$ cat config.mk
export PLATFORM = sky130hd
export DESIGN_NAME = phase_scheduler
export DESIGN_NICKNAME = d
export VERILOG_FILES = /design/src/rtl/phase_scheduler.sv
export SDC_FILE = /design/constraint.sdc
export NUM_CORES = 1
export LEC_CHECK = 0
export CORE_ASPECT_RATIO = 1.2
export CORE_MARGIN = 2
export CORE_UTILIZATION = 45
export DETAILED_ROUTE_END_ITERATION = 10
export PLACE_DENSITY = 0.75
export SLEW_MARGIN = 20
export SYNTH_ARGS = -nofsm -noshare
export SYNTH_HDL_FRONTEND = slang
export SYNTH_SLANG_ARGS = --single-unit
export TNS_END_PERCENT = 30
$ cat constraint.sdc
create_clock -name clk -period 1.7 [get_ports clk]
set_input_delay 0.34 -clock clk [delete_from_list [all_inputs] [get_ports clk]]
set_output_delay 0.34 -clock clk [all_outputs]
set_load 0.02 [all_outputs]
$ cat src/rtl/phase_scheduler.sv
// Programmable two-phase non-overlapping clock-enable sequencer with valid/ready config port.
// Optional completed-cycle counter enabled by defining PHASE_SCHED_COUNT_EN.
module phase_scheduler #(
  parameter int unsigned CNT_W = 8
) (
  input  logic             clk,
  input  logic             rst_n,
  input  logic             cfg_valid,
  output logic             cfg_ready,
  input  logic [CNT_W-1:0] cfg_width,
  input  logic [CNT_W-1:0] cfg_gap,
  output logic             cfg_err,
  input  logic             run_req,
  output logic             run_ack,
  output logic [1:0]       phase,
  output logic             cycle_done,
  output logic [15:0]      cycle_count
);

  typedef enum logic [2:0] {IDLE, PH0, GAP0, PH1, GAP1} state_e;

  state_e           state_q, state_d;
  logic [CNT_W-1:0] cnt_q, cnt_d;
  logic [CNT_W-1:0] w_q, w_d;
  logic [CNT_W-1:0] g_q, g_d;
  logic             cfg_err_q, cfg_err_d;
  logic             cfg_accept, cfg_legal, dwell_end;

  always_comb begin
    cfg_accept = cfg_valid && (state_q == IDLE);
    cfg_legal  = (cfg_width != '0) && (cfg_gap != '0);
    dwell_end  = (cnt_q == CNT_W'(1));

    w_d       = w_q;
    g_d       = g_q;
    cfg_err_d = cfg_accept && !cfg_legal;
    if (cfg_accept && cfg_legal) begin
      w_d = cfg_width;
      g_d = cfg_gap;
    end

    state_d = state_q;
    cnt_d   = cnt_q;
    unique case (state_q)
      IDLE: begin
        // A legal word accepted on the start edge already sets the first PH0 dwell.
        if (run_req) begin
          state_d = PH0;
          cnt_d   = w_d;
        end
      end
      PH0: begin
        if (dwell_end) begin
          state_d = GAP0;
          cnt_d   = g_q;
        end else begin
          cnt_d = cnt_q - CNT_W'(1);
        end
      end
      GAP0: begin
        if (dwell_end) begin
          state_d = PH1;
          cnt_d   = w_q;
        end else begin
          cnt_d = cnt_q - CNT_W'(1);
        end
      end
      PH1: begin
        if (dwell_end) begin
          state_d = GAP1;
          cnt_d   = g_q;
        end else begin
          cnt_d = cnt_q - CNT_W'(1);
        end
      end
      GAP1: begin
        if (dwell_end) begin
          if (run_req) begin
            state_d = PH0;
            cnt_d   = w_q;
          end else begin
            state_d = IDLE;
            cnt_d   = '0;
          end
        end else begin
          cnt_d = cnt_q - CNT_W'(1);
        end
      end
      default: begin
        state_d = IDLE;
        cnt_d   = '0;
      end
    endcase
  end

  always_ff @(posedge clk) begin
    if (!rst_n) begin
      state_q   <= IDLE;
      cnt_q     <= '0;
      w_q       <= CNT_W'(1);
      g_q       <= CNT_W'(1);
      cfg_err_q <= 1'b0;
    end else begin
      state_q   <= state_d;
      cnt_q     <= cnt_d;
      w_q       <= w_d;
      g_q       <= g_d;
      cfg_err_q <= cfg_err_d;
    end
  end

  assign cfg_ready  = (state_q == IDLE);
  assign run_ack    = (state_q != IDLE);
  assign phase      = {state_q == PH1, state_q == PH0};
  assign cycle_done = (state_q == GAP1) && dwell_end;
  assign cfg_err    = cfg_err_q;

`ifdef PHASE_SCHED_COUNT_EN
  logic [15:0] count_q, count_d;

  always_comb begin
    count_d = count_q;
    if (cycle_done) count_d = count_q + 16'd1;
  end

  always_ff @(posedge clk) begin
    if (!rst_n) count_q <= '0;
    else        count_q <= count_d;
  end

  assign cycle_count = count_q;
`else
  assign cycle_count = '0;
`endif

endmodule

==> results of run 1 <==
==> layout make-up <==
cell class              instances  area (um^2)  area share
multi-input cells             180         1316      0.4795
repair buffers                 78        724.4      0.2639
flip-flops and latches         28        564.3      0.2056
well taps                      54        67.56     0.02461
clock buffers                   4        55.05     0.02005
inverters                       4        17.52    0.006381
==> power by group through the flow <==
stage	Clock (uW)	Sequential (uW)	Combinational, uW
after floorplan	0	921	1140
after global placement	0	912	1740
after detailed placement	0	922	1770
after CTS	424	907	1810
after global routing	444	928	2110
final	417	911	1940
==> critical path: stages, from the launching register on <==
cell,delay [ns]
dfxtp_2,0.33
or4_4,0.55
nor3_4,0.14
and2_4,0.17
buf_6,0.11
==> timing repair <==
action                     CTS  global route
setup buffers                0             1
cloned                       0             1
pin swaps                    3             9
setup endpoints to repair   32            30
resized for setup           29            27
==> stage by stage <==
| stage | instance area, um^2 | hold slack, ns | instances | setup slack [ns] | setup TNS [ns] |
|---|---|---|---|---|---|
| floorplan | 1989 | 0.4561 | 242 | -0.04737 | -0.3171 |
| global placement | 2530 | 0.4947 | 342 | -0.4349 | -10.12 |
| detailed placement | 2530 | 0.5062 | 342 | -0.4581 | -10.31 |
| CTS | 2629 | 0.5293 | 346 | -0.2195 | -1.226 |
| global route | 2745 | 0.4178 | 348 | -0.2642 | -1.752 |
| finish | 2745 | 0.4072 | 348 | -0.2048 | -1.112 |
==> layer usage <==
metal	vias to the layer above	routed length [um]	GRT usage
li1	910	-	-
met1	880	2136	0.2708
met2	55	2704	0.3953
met3	10	252	0.02511
met4	0	111	0.08696
met5	-	0	0
==> final timing paths <==
kind / start / cells past startpoint / end / slack, ns
setup reg to reg: cnt_q[5] / 6 / cnt_q[6] / -0.20
hold / removal: cfg_gap[1] / 3 / g_q[1] / 0.41
hold reg to reg: g_q[0] / 2 / g_q[0] / 0.53
setup / recovery: cnt_q[5] / 4 / cycle_done / -0.20
==> placed cells by master, fill, tap and decap left out, types with 5 or more instances in the layout <==
master / count
o21ai_0: 8
nor2b_1: 17
dfxtp_1: 25
nand2_1: 13
buf_4: 45
o22ai_1: 6
buf_6: 5
a22oi_1: 7
mux2i_1: 20
dlymetal6s2s_1: 8
nor2_1: 5
nand2b_1: 18
o211ai_1: 11
o21ai_1: 7
clkdlybuf4s50_1: 11
conb_1: 16
==> kinds of logic after synthesis <==
group / after synthesis / synth area share
adders and majority gates: 2 / 0.01310
DFF: 28 / 0.2934
buffers and inverters: 34 / 0.1081
and+or+nand+nor: 79 / 0.2443
other: 1 / 0.001963
muxes: 23 / 0.1205
xor gates and xnor gates: 4 / 0.01834
AOI/OAI and AO/OA: 56 / 0.2004
==> sequential cells by signal, indices dropped and copies added, names as in the netlist <==
signal,cells
state_q,3
cfg_err,1
g_q,8
cnt_q,8
w_q,8
==> impl_results.md, run 1 <==
- Detail-routed net length per standard cell: 14.96 um
- Slew Viols, Final: 0
- Syn_area_per_cell: 8.417 um^2
- Port Buffer Count: 25
- Worst-skew pair later-pin latency: 0.27 ns
- Failing checks: setup timing
- Clock tree buffer depth: 2
- Total number of vias: 1855
- Pwr/cell area: 1190 mW/mm^2
- End-of-flow core utilization: 0.6856
- Arrival time worst endpoint: 1.56 ns
- Gr ovfl total: 0
- Mapped Area: 0.001911 mm^2
- Die X-Extent: 63.48 um
- Synth top cells by count: dfxtp_1 (28), mux2i_1 (23), nand2b_1 (18), nor2b_1 (18)
- Layout cells sized above 1: 0.3231
- CTS buffer count: 3
- Drc violations: 0
- RSZ-0062 raised after global routing: true
- Htree depth: 1
- Largest net degree at the start of global routing: 18
- Clock sinks: 28
- Die ar.: 0.004785 mm^2
- Synth area leader: dfxtp_1
- FFs w/ async S/R, synth: 0
- CP Class: register to primary output
- Number of global-route vias before repair: 1798
- Vias per cell: 5.330
- Final setup vio count: 8
- TritonCTS clock tree: yes
- Comb power frac: 0.594
- Sw frac: 0.3881
- Cts hold-fix bufs: 0
- Most used DFF post-synth: dfxtp_1
- Antenna violations before repair: 0
- CP Max Fanout: 2
- CP Data Required Time: 1.36 ns
- Reg clk slew, reported paths: 0.10 ns
- Die height: 75.38 um
- Fillers: 305
- Crit end category: primary output
- Worst setup slack after layout: -0.2048 ns
- Synth cell types: 45
- HPWL after detailed placement: 3.821 mm
- Crit path time final: 1.905 ns
- Sequential share of the synthesized area: 0.2934
- Number of synthesized flops with an enable pin: 0
- Clock power share: 0.128
- Maxcap violations: 0
- Top-count cell post-synth: dfxtp_1
- Outcome: finished with violations
- Drt pass-1 iters: 4
- GR Util All Layers: 0.2191
- Reg power frac: 0.279
- Upper clock frequency limit: 0.5250 GHz
- Core Box Area: 0.004004 mm^2
- Synth top area cells: dfxtp_1 (29%), mux2i_1 (12%), buf_4 (6.3%)
- GPL Wtd Cong: 0.7824
- Nets: 317
- Cells after Synth: 227
- Drt total wl: 5.205 mm
- DRT iter0 DRCs: 48
- Worst Skew: 0.001791 ns
- Yosys reg bits: 28
- Initial Util: 0.4772
- Final hold vios: 0
- Synth warn: 0
- Syn-to-layout area delta: 43.68%
- P_leak: 0.001226 uW
- HP Class: input pin to register
- Ant. Diodes: 0
- Part of the cycle the worst path needs: 1.120
- Placement Rows: 25
- First-pass GRT wire length: 8.321 mm
- Clock Tree Root: clkbuf_8
- Net Sw Power: 1268 uW
- P_int: 1999 uW
- Post-route antenna net violation count: 0
- Total Power: 3268 uW
- Synth top area share: 0.2934
- CP Launch Type: register
- Worst IR drop on VDD: 655.2 uV
- IO Count: 42
Power figures use the tool's default switching activity.
==> run 2, diff against run 1 <==
CAP_MARGIN = 15   (was unset)
SLEW_MARGIN = 10   (was 20)
==> results of run 2 <==
No change in the layout: final DEF, timing and power equal those of run 1.
==> run 3, diff against run 2 <==
CORE_MARGIN = unset   (was 2)
CTS_CLUSTER_SIZE = 14   (was unset)
==> impl_results.md, run 3 (synthesized netlist as in run 1, its figures left out) <==
- Outcome: finished with violations (unchanged)
- Failing checks: setup timing (unchanged)
- CP Class: register to primary output (unchanged)
- Worst IR drop on VDD: 632.6 uV (was 655.2 uV)
- Clock tree buffer depth: 2 (unchanged)
- Syn-to-layout area delta: 43.09% (was 43.68%)
- Port Buffer Count: 25 (unchanged)
- Upper clock frequency limit: 0.5120 GHz (was 0.5250 GHz)
- Crit path time final: 1.953 ns (was 1.905 ns)
- IO Count: 42 (unchanged)
- Final hold vios: 0 (unchanged)
- Dpl ws: -0.5154 ns (was -0.4581 ns)
- Most common cell after layout, fill and taps aside: buf_4 (unchanged)
- Detail-routed net length per standard cell: 15.23 um (was 14.96 um)
- Core Box Area: 0.004004 mm^2 (unchanged)
- Clock sinks: 28 (unchanged)
- Non-filler cells, final: 348 (unchanged)
- TritonCTS clock tree: yes (unchanged)
- Final setup vio count: 21 (was 8)
- Part of the cycle the worst path needs: 1.149 (was 1.120)
- Drt pass-1 iters: 4 (unchanged)
- Placement Rows: 25 (unchanged)
- Layout cells sized above 1: 0.3163 (was 0.3231)
- Total number of vias: 1877 (was 1855)
- Largest net degree at the start of global routing: 26 (was 18)
- Number of global-route vias before repair: 1765 (was 1798)
- Initial Util: 0.4772 (unchanged)
- CP Data Required Time: 1.36 ns (about the same)
- End-of-flow core utilization: 0.6828 (was 0.6856)
- Die X-Extent: 61.48 um (was 63.48 um)
- Top Registers: cnt_q: 8 flops, g_q: 8 flops, w_q: 8 flops (unchanged)
- Reg clk slew, reported paths: 0.10 ns (about the same)
- P_leak: 0.001222 uW (was 0.001226 uW)
- Maxcap violations: 0 (unchanged)
- Die height: 73.38 um (was 75.38 um)
- CTS buffer count: 3 (unchanged)
- HP Class: input pin to register (unchanged)
- GPL Wtd Cong: 0.8457 (was 0.7824)
- Storage element area: 564.3 um^2 (unchanged)
- Worst-skew pair later-pin latency: 0.29 ns (was 0.27 ns)
- Final Instance Area: 0.002734 mm^2 (was 0.002745 mm^2)
- First-pass GRT wire length: 8.038 mm (was 8.321 mm)
- Drt total wl: 5.300 mm (was 5.205 mm)
- HPWL after detailed placement: 3.579 mm (was 3.821 mm)
- Area of the multi-input gates: 0.001291 mm^2 (was 0.001316 mm^2)
- Fillers: 313 (was 305)
- CP Launch Type: register (unchanged)
- Antenna violations before repair: 0 (unchanged)
- CP Max Fanout: 2 (unchanged)
- Area post-placement: 0.002480 mm^2 (was 0.002530 mm^2)
- Gr ovfl total: 0 (unchanged)
- DRT iter0 DRCs: 97 (was 48)
- Dpl cells: 337 (was 342)
- Htree depth: 1 (unchanged)
- Die ar.: 0.004511 mm^2 (was 0.004785 mm^2)
- Ant. Diodes: 0 (unchanged)
- Total Power: 3405 uW (was 3268 uW)
- Pwr/cell area: 1246 mW/mm^2 (was 1190 mW/mm^2)
- Slew Viols, Final: 0 (unchanged)
- Nets: 317 (unchanged)
- Worst Skew: 0.004369 ns (was 0.001791 ns)
- GR Util All Layers: 0.2427 (was 0.2191)
- Worst setup slack after layout: -0.2531 ns (was -0.2048 ns)
- Arrival time worst endpoint: 1.61 ns (was 1.56 ns)
- Vias per cell: 5.394 (was 5.330)
- RSZ-0062 raised after global routing: true (unchanged)
- Crit end category: primary output (unchanged)
- Post-route antenna net violation count: 0 (unchanged)
- Clock Tree Root: clkbuf_8 (unchanged)
- Drc violations: 0 (unchanged)
- Commonest cells after routing, fill and taps aside: buf_4 (44), dfxtp_1 (25), mux2i_1 (21), nand2b_1 (18), nor2b_1 (17) (was buf_4 (45), dfxtp_1 (25), mux2i_1 (20), nand2b_1 (18), nor2b_1 (17))
==> run 3: per-layer routing <==
metal | global-route usage | part of all wire | vias up
li1 | - | - | 911
met5 | 0 | 0 | -
met3 | 0.03521 | 0.044 | 9
met1 | 0.3001 | 0.42 | 888
met2 | 0.4026 | 0.51 | 69
met4 | 0.1185 | 0.021 | 0
==> run 3: cell type report <==
cell class / count / area share
Timing Repair Buffer: 78 / 0.2700
Sequential cell: 28 / 0.2064
Tap cell: 54 / 0.02471
Inverter: 4 / 0.006407
Clock buffer: 4 / 0.02014
Multi-Input combinational cell: 180 / 0.4723
==> run 3: worst max-delay path, cell delays in order (launching register included) <==
cell	delay, ns
dfxtp_2	0.33
or4_4	0.56
nor3_4	0.15
and2_4	0.17
buf_6	0.11
==> run 3: final timing paths <==
path	start	to	slack, ns	cells after the start
worst max-delay path	cnt_q[5]	cycle_done	-0.25	4
worst min register to register	g_q[6]	g_q[6]	0.54	2
worst min-delay path	cfg_gap[6]	g_q[6]	0.38	3
worst max register to register	cnt_q[5]	cnt_q[7]	-0.25	7
==> run 3: where the power goes <==
| group | switching, uW | internal, uW |
|---|---|---|
| combinational | 995 | 1070 |
| sequential | 107 | 802 |
| clock | 226 | 208 |
==> run 3: stage by stage <==
stage,hold WS [ns],TNS (ns)
floorplan,0.4561,-0.3171
global placement,0.5199,-9.868
detailed placement,0.5294,-11.28
CTS,0.5429,-1.235
global route,0.4065,-2.894
finish,0.3819,-1.445
==> run 3: timing repair <==
item                       in CTS  in global routing
gates resized for setup        32                 22
hold endpoints to repair        0                  0
buffers inserted                0                  4
cloned                          1                  2
setup endpoints to repair      32                 31
hold buffers                    0                  0
pin swaps                       4                  8
